==> src/rtl/lenet_pkg.sv <==
// Shared LeNet constants: pixel width, window packing slots and
// feature-map sizes, so max_pool and the window generator agree.
package lenet_pkg;

    localparam int DATA_SIZE = 16;

    // Feature-map sizes feeding the two pooling layers
    localparam int C1_W = 28;
    localparam int C1_H = 28;
    localparam int C3_W = 10;
    localparam int C3_H = 10;

    // Slot index of each window pixel; slice is [slot*D +: D]
    localparam int WIN_TL = 3;
    localparam int WIN_TR = 2;
    localparam int WIN_BL = 1;
    localparam int WIN_BR = 0;

    // Position of a pixel inside its 2x2 window: {row[0], col[0]}
    typedef enum logic [1:0] {
        PH_TL = 2'b00,
        PH_TR = 2'b01,
        PH_BL = 2'b10,
        PH_BR = 2'b11
    } phase_t;

endpackage

==> src/rtl/pool_window_gen_if.sv <==
// Pixel-in / window-out valid-ready bundle of pool_window_gen.
// slave is the generator side, master the producer/consumer side.
interface pool_window_gen_if #(
    parameter int DATA_SIZE = lenet_pkg::DATA_SIZE
);
    logic                   in_valid;
    logic                   in_ready;
    logic [DATA_SIZE-1:0]   in_data;
    logic                   win_valid;
    logic                   win_ready;
    logic [4*DATA_SIZE-1:0] win_data;
    logic                   win_last;

    modport slave (
        input  in_valid, in_data, win_ready,
        output in_ready, win_valid, win_data, win_last
    );

    modport master (
        output in_valid, in_data, win_ready,
        input  in_ready, win_valid, win_data, win_last
    );
endinterface

==> src/rtl/pool_line_buf.sv <==
// Half-row buffer of top-row pixel pairs: synchronous write,
// combinational read, sized for distributed RAM.
module pool_line_buf #(
    parameter int DEPTH = 14,
    parameter int WIDTH = 32,
    parameter int AW    = 4
) (
    input  logic             clk,
    input  logic             i_we,
    input  logic [AW-1:0]    i_waddr,
    input  logic [WIDTH-1:0] i_wdata,
    input  logic [AW-1:0]    i_raddr,
    output logic [WIDTH-1:0] o_rdata
);
    logic [WIDTH-1:0] r_mem [DEPTH];

    // Store a {left,right} top-row pair; contents need no reset
    always_ff @(posedge clk) begin
        if (i_we) begin
            r_mem[i_waddr] <= i_wdata;
        end
    end

    assign o_rdata = r_mem[i_raddr];
endmodule

==> src/rtl/pool_window_gen.sv <==
// Streaming 2x2 stride-2 window generator ahead of max_pool.
// Buffers one even row, emits packed {TL,TR,BL,BR} windows.
module pool_window_gen #(
    parameter int DATA_SIZE = lenet_pkg::DATA_SIZE,
    parameter int IMG_W     = lenet_pkg::C1_W,
    parameter int IMG_H     = lenet_pkg::C1_H
) (
    input logic             clk,
    input logic             rst_n,
    pool_window_gen_if.slave io_bus
);
    import lenet_pkg::*;

    localparam int D     = DATA_SIZE;
    localparam int CW    = (IMG_W > 2) ? $clog2(IMG_W) : 1;
    localparam int RW    = (IMG_H > 2) ? $clog2(IMG_H) : 1;
    localparam int DEPTH = IMG_W / 2;
    localparam int AW    = (DEPTH > 1) ? $clog2(DEPTH) : 1;

    if ((IMG_W % 2) != 0 || IMG_W < 2 ||
        (IMG_H % 2) != 0 || IMG_H < 2) begin : g_bad_dims
        $error("pool_window_gen: IMG_W/IMG_H must be even and >= 2");
    end

    logic [CW-1:0]      r_col;
    logic [RW-1:0]      r_row;
    logic [D-1:0]       r_left;
    logic               r_win_valid;
    logic               r_win_last;
    logic [4*D-1:0]     r_win_data;

    logic               w_in_xfer;
    logic               w_out_xfer;
    logic               w_col_end;
    logic               w_row_end;
    phase_t             w_phase;
    logic [AW-1:0]      w_addr;
    logic               w_we;
    logic [2*D-1:0]     w_rd;
    logic [4*D-1:0]     w_pack;

    assign w_in_xfer  = io_bus.in_valid & io_bus.in_ready;
    assign w_out_xfer = r_win_valid & io_bus.win_ready;
    assign w_col_end  = (r_col == CW'(IMG_W - 1));
    assign w_row_end  = (r_row == RW'(IMG_H - 1));
    assign w_phase    = phase_t'({r_row[0], r_col[0]});
    assign w_addr     = AW'(r_col >> 1);
    assign w_we       = w_in_xfer && (w_phase == PH_TR);

    // One-deep output stage: accept whenever the slot frees this cycle
    assign io_bus.in_ready  = !r_win_valid | io_bus.win_ready;
    assign io_bus.win_valid = r_win_valid;
    assign io_bus.win_data  = r_win_data;
    assign io_bus.win_last  = r_win_last;

    pool_line_buf #(
        .DEPTH (DEPTH),
        .WIDTH (2 * D),
        .AW    (AW)
    ) u_line_buf (
        .clk     (clk),
        .i_we    (w_we),
        .i_waddr (w_addr),
        .i_wdata ({r_left, io_bus.in_data}),
        .i_raddr (w_addr),
        .o_rdata (w_rd)
    );

    // Assemble the window in the slot order max_pool expects
    always_comb begin
        w_pack = '0;
        w_pack[WIN_TL*D +: D] = w_rd[D +: D];
        w_pack[WIN_TR*D +: D] = w_rd[0 +: D];
        w_pack[WIN_BL*D +: D] = r_left;
        w_pack[WIN_BR*D +: D] = io_bus.in_data;
    end

    // Raster position, advanced only by accepted pixels
    always_ff @(posedge clk or negedge rst_n) begin
        if (!rst_n) begin
            r_col <= '0;
            r_row <= '0;
        end else if (w_in_xfer) begin
            if (w_col_end) begin
                r_col <= '0;
                r_row <= w_row_end ? '0 : r_row + 1'b1;
            end else begin
                r_col <= r_col + 1'b1;
            end
        end
    end

    // Hold the left pixel of each horizontal pair
    always_ff @(posedge clk or negedge rst_n) begin
        if (!rst_n) begin
            r_left <= '0;
        end else if (w_in_xfer && !r_col[0]) begin
            r_left <= io_bus.in_data;
        end
    end

    // Output register: load on bottom-right pixel, clear on drain
    always_ff @(posedge clk or negedge rst_n) begin
        if (!rst_n) begin
            r_win_valid <= 1'b0;
            r_win_last  <= 1'b0;
            r_win_data  <= '0;
        end else if (w_in_xfer && (w_phase == PH_BR)) begin
            r_win_valid <= 1'b1;
            r_win_last  <= w_row_end && w_col_end;
            r_win_data  <= w_pack;
        end else if (w_out_xfer) begin
            r_win_valid <= 1'b0;
        end
    end
endmodule
==> src/flat_wrapper.sv <==
// flat-port wrapper written by rule: the top's interface ports become plain ports
module pool_window_gen_flat import lenet_pkg::*;
#(
    parameter int DATA_SIZE = lenet_pkg::DATA_SIZE,
    parameter int IMG_W     = lenet_pkg::C1_W,
    parameter int IMG_H     = lenet_pkg::C1_H
)
  (clk, rst_n, io_bus_in_valid, io_bus_in_data, io_bus_win_ready, io_bus_in_ready, io_bus_win_valid, io_bus_win_data, io_bus_win_last);
  pool_window_gen_if #(.DATA_SIZE(DATA_SIZE)) io_bus_i ();
  input logic clk;
  input logic rst_n;
  input wire logic [$bits(io_bus_i.in_valid)-1:0] io_bus_in_valid;
  input wire logic [$bits(io_bus_i.in_data)-1:0] io_bus_in_data;
  input wire logic [$bits(io_bus_i.win_ready)-1:0] io_bus_win_ready;
  output wire logic [$bits(io_bus_i.in_ready)-1:0] io_bus_in_ready;
  output wire logic [$bits(io_bus_i.win_valid)-1:0] io_bus_win_valid;
  output wire logic [$bits(io_bus_i.win_data)-1:0] io_bus_win_data;
  output wire logic [$bits(io_bus_i.win_last)-1:0] io_bus_win_last;
  assign io_bus_i.in_valid = io_bus_in_valid;
  assign io_bus_i.in_data = io_bus_in_data;
  assign io_bus_i.win_ready = io_bus_win_ready;
  assign io_bus_in_ready = io_bus_i.in_ready;
  assign io_bus_win_valid = io_bus_i.win_valid;
  assign io_bus_win_data = io_bus_i.win_data;
  assign io_bus_win_last = io_bus_i.win_last;
  pool_window_gen #(.DATA_SIZE(DATA_SIZE), .IMG_W(IMG_W), .IMG_H(IMG_H)) u_core (.clk(clk), .rst_n(rst_n), .io_bus(io_bus_i));
endmodule
==> config.mk <==
export PLATFORM = sky130hd
export DESIGN_NAME = pool_window_gen_flat
export DESIGN_NICKNAME = d
export VERILOG_FILES = /design/src/rtl/lenet_pkg.sv /design/src/rtl/pool_window_gen_if.sv /design/src/rtl/pool_line_buf.sv /design/src/rtl/pool_window_gen.sv /design/src/flat_wrapper.sv
export SDC_FILE = /design/constraint.sdc
export NUM_CORES = 1
export LEC_CHECK = 0
export CORE_MARGIN = 4
export CORE_UTILIZATION = 65
export DETAILED_ROUTE_END_ITERATION = 10
export GPL_TIMING_DRIVEN = 0
export PLACE_DENSITY = 0.85
export SLEW_MARGIN = 20
export SYNTH_ARGS = -nofsm -noshare
export SYNTH_HDL_FRONTEND = slang
export SYNTH_SLANG_ARGS = --single-unit
==> constraint.sdc <==
create_clock -name clk -period 8 [get_ports clk]
set_input_delay 2 -clock clk [delete_from_list [all_inputs] [get_ports clk]]
set_output_delay 2 -clock clk [all_outputs]
set_load 0.02 [all_outputs]
==> impl_summary.md <==
Routing
The average routed wire per standard cell is 30.0 µm. For this block, the via count after detailed routing is 12300. In the routed design, unresolved DRC markers number 0. For this block, the routed nets add up to 54.2 mm of wire. Dividing the detail-routed via count by the number of cells gives 6.84.

The number of nets with antenna violations after routing is 0. Before antenna repair, the detailed router went through 6 iterations. For this block, the initial DRC count from the detailed router was 1795.

Placed design
The HPWL reported at the end of detailed placement is 32.9 mm. The count of buffers added on input and output ports is 86. The worst-case setup slack after placement is 2.51 ns. The routability congestion estimate is 0.830. Including well taps, the total number of placed cells is 1711.

Finish
The count of placed standard cells in the final layout, fillers left out is 1806. Cells with a size suffix above 1 make up 17.0% of the layout. After the last flow step, the layout net total stands at 1383. The post-synthesis to final-layout area growth is 17.1%.

Power
The sequential group share of total power is 44.0%. The internal power consumption is 5.81 mW. The static leakage power is 8.56 nW. The part of the total power dissipated in combinational logic is 28.7%.

The maximum resistive drop on vdd is 245 µV. After layout, the design draws a total of 8.58 mW. The share of total power in the clock network is 27.2%. Dividing total power by cell area gives a power density of 355 nW/µm². The net switching share of the total power is 32.2%.

The net switching power is 2.77 mW.

Global route
The first global-routing pass estimated 79.5 mm of wire. The aggregate global-route resource usage is 31.6%. The number of antenna violations at the first check in global routing is 0. Summed over all layers, the global routing overflow is 0. The number of global-route vias before repair is 12500. Entering global routing, the biggest net connects 56 pins.

Timing
The worst hold slack across all endpoints is 0.480 ns. Based on the critical path, the design can be clocked at up to 180 MHz. The number of endpoints failing setup at the final stage is 0. Of the available clock period, the critical path in the final layout requires 69.6%. The number of pins with negative max-slew slack in the final report is 0. The worst path needs 5.56 ns of the cycle, external delays included. The number of hold-slack violations in the final timing report is 0. The tightest slew margin relative to the limit is 36.1%. The largest clock skew in the final design is 0.0190 ns. For the pin with the worst max-slew slack, the measured transition is 0.958 ns. Setup repair after global routing left no endpoint under its margin. Across all setup checks in the final design, the least slack found is 2.44 ns.

Clock tree
The clock sink count is 540. Gates resized during post-CTS repair numbered 0. TritonCTS built the clock tree. For the worst-skew pair, the clock arrives at the later sink with an insertion delay of 0.57 ns. Once the clock tree was built, the setup fixing pass inserted 0 buffers. After clock tree synthesis, the clock-pin slew on the worst setup and hold paths is 0.06 ns. The total CTS buffers is 50. The number of buffers added to fix hold violations after cts is 0. The clock tree root buffer cell is sky130_fd_sc_hd__clkbuf_16. The clock passes through at most 3 buffers. The clock tree synthesis step divided the H-tree into 2 levels.

Die
The floorplan die area is 34700 µm². The number of placement rows is 65. Measured along the y axis, the die boundary spans 186 µm.

The width of the chip is 186 µm. The total area inside the core boundary comes to 31500 µm². The I/O pin total is 87. The starting density of the core is 65.6%.

Logic synthesis
The average instance in the mapped netlist occupies 17.4 µm². The number of storage elements in the synthesis netlist is 540. Summing the sequential cell areas from Yosys gives 76.3% of the chip area.

Yosys mapped the design onto 38 distinct sky130hd cell types. In this run the cell area of the synthesized design comes to 20600 µm². When the netlist entered floorplanning its net count stood at 1209. The async set or reset register ratio after synthesis is 17.0%.

Synthesis produced a netlist whose cell count is 1187. During synthesis, Yosys emitted a total of 0 warnings. In the synthesized netlist the dominant register cell turns out to be sky130_fd_sc_hd__edfxtp_1. Yosys mapped a number of flops with a built-in enable equal to 448.

Flow run
The number of violations of the max-capacitance limit is 0.

Critical path
The critical path is of the input pin to output pin type. The kind of end point of the critical path is an output pin. The highest fanout seen on the critical path is 8. The worst setup path is launched from an input pin. Data on the critical path is required at its endpoint by 6.00 ns.

The worst path arrival time is 3.56 ns. The number of cells on the worst reg-to-reg path is 7.

Outcome
The flow ran to the end, and the final reports show no timing, DRC or antenna violations.

Min path
The kind of path behind the tightest hold check is register to register. The hold path depth is 2.
[placed cells by master (no fill, tap or decap), types with 5 or more instances in the layout]
cell type	netlist	routed
sky130_fd_sc_hd__nand3_1	7	7
sky130_fd_sc_hd__clkinv_1	0	7
sky130_fd_sc_hd__mux2_2	19	19
sky130_fd_sc_hd__o21ai_0	23	23
sky130_fd_sc_hd__buf_6	6	13
sky130_fd_sc_hd__o21ai_1	17	17
sky130_fd_sc_hd__o22ai_1	19	19
sky130_fd_sc_hd__clkbuf_1	17	34
sky130_fd_sc_hd__a31oi_1	13	13
sky130_fd_sc_hd__mux2i_1	134	134
sky130_fd_sc_hd__clkbuf_8	0	5
sky130_fd_sc_hd__clkinv_2	0	8
sky130_fd_sc_hd__nor2_1	75	66
sky130_fd_sc_hd__nor3_1	23	19
sky130_fd_sc_hd__nor2_4	0	9
sky130_fd_sc_hd__nand2_1	108	108
sky130_fd_sc_hd__a221oi_1	32	32
sky130_fd_sc_hd__buf_2	30	35
sky130_fd_sc_hd__clkbuf_16	0	51
sky130_fd_sc_hd__clkdlybuf4s50_1	0	85
sky130_fd_sc_hd__buf_16	0	7
sky130_fd_sc_hd__edfxtp_1	448	448
sky130_fd_sc_hd__buf_12	2	6
sky130_fd_sc_hd__dfrtp_1	92	92
sky130_fd_sc_hd__buf_4	13	26
sky130_fd_sc_hd__a21oi_1	34	34
sky130_fd_sc_hd__mux4_2	45	45
[power groups by stage]
stage	Combinational (mW)	Clock [mW]	Sequential, mW
2_1_floorplan	1.33	0	3.88
3_3_place_gp	2.23	0	3.80
3_5_place_dp	2.37	0	3.82
4_1_cts	2.44	2.33	3.77
5_1_grt	2.58	2.46	3.81
6_report	2.46	2.34	3.78
[layout make-up]
cell class	count	area (µm²)
flip-flops and latches	540	15800
fillers	1545	7280
multi-input cells	577	4560
clock buffers	73	1410
repair buffers	122	1340
well taps	402	503
plain buffers	68	419
clock inverters	21	193
inverters	2	7.51
diodes	1	2.50
[per-stage QoR]
step	area [µm²]	TNS, ns	utilization (%)
5_1_grt	24200	0	76.9
6_report	24200	0	76.9
3_5_place_dp	22600	0	71.8
4_1_cts	24200	0	76.9
3_3_place_gp	22000	-96.28	69.9
2_1_floorplan	20600	0	-
[flip-flops by register name (all words and copies together), names as in the netlist]
signal and count:
u_core.u_line_buf.r_mem 448, u_core.io_bus.win_valid 1, u_core.io_bus.win_last 1, u_core.r_row 5, u_core.r_col 5, u_core.io_bus.win_data 64, u_core.r_left 16
[critical path: stages]
cell and delay [ns]:
sky130_fd_sc_hd__clkdlybuf4s50_1 0.47, sky130_fd_sc_hd__nand2b_1 0.17, sky130_fd_sc_hd__buf_2 0.27, sky130_fd_sc_hd__clkdlybuf4s50_1 0.64
[worst paths after layout]
path                                       startpoint  slack, ns                             end
setup reg to reg                      u_core.r_col[3]       4.64  u_core.u_line_buf.r_mem[4][29]
hold reg to reg            u_core.io_bus.win_data[13]       0.48      u_core.io_bus.win_data[13]
setup / recovery                     io_bus_win_ready       2.44                 io_bus_in_ready
max in group asynchronous                       rst_n       6.00                 u_core.r_row[2]
hold / removal             u_core.io_bus.win_data[13]       0.48      u_core.io_bus.win_data[13]
min in group asynchronous                       rst_n       1.35      u_core.io_bus.win_data[26]
[kinds of logic after synthesis]
kind of cell / synth area share (%)
adder cells (fa/ha/maj): 0.121
multiplexers: 12.4
AO/OA/AOI/OAI: 4.23
AND/OR/NAND/NOR: 4.85
buffers and inverters: 2.07
flip-flops: 76.3
[cell usage after synthesis (13+ instances only)]
cell | count | share of area (%)
sky130_fd_sc_hd__o22ai_1 | 19 | 0.58
sky130_fd_sc_hd__mux4_2 | 45 | 4.9
sky130_fd_sc_hd__o21ai_1 | 17 | 0.41
sky130_fd_sc_hd__nand2_1 | 108 | 2.0
sky130_fd_sc_hd__buf_2 | 30 | 0.73
sky130_fd_sc_hd__a31oi_1 | 13 | 0.39
sky130_fd_sc_hd__nor3_1 | 23 | 0.56
sky130_fd_sc_hd__dfrtp_1 | 92 | 11
sky130_fd_sc_hd__buf_4 | 13 | 0.47
sky130_fd_sc_hd__o21ai_0 | 23 | 0.56
sky130_fd_sc_hd__mux2i_1 | 134 | 6.5
sky130_fd_sc_hd__mux2_2 | 19 | 1.0
sky130_fd_sc_hd__a21oi_1 | 34 | 0.82
sky130_fd_sc_hd__nor2_1 | 75 | 1.4
sky130_fd_sc_hd__clkbuf_1 | 17 | 0.31
sky130_fd_sc_hd__edfxtp_1 | 448 | 65
sky130_fd_sc_hd__a221oi_1 | 32 | 1.4
[routing by layer]
metal | GRT usage [%] | vias to the layer above | part of all wire (%)
li1 | - | 4968 | -
met1 | 43.9 | 6129 | 35
met4 | 13.8 | 0 | 4.8
met2 | 49.2 | 1038 | 48
met5 | 0 | - | 0
met3 | 7.39 | 211 | 12
Note: power is estimated with default switching activity, not from simulation.
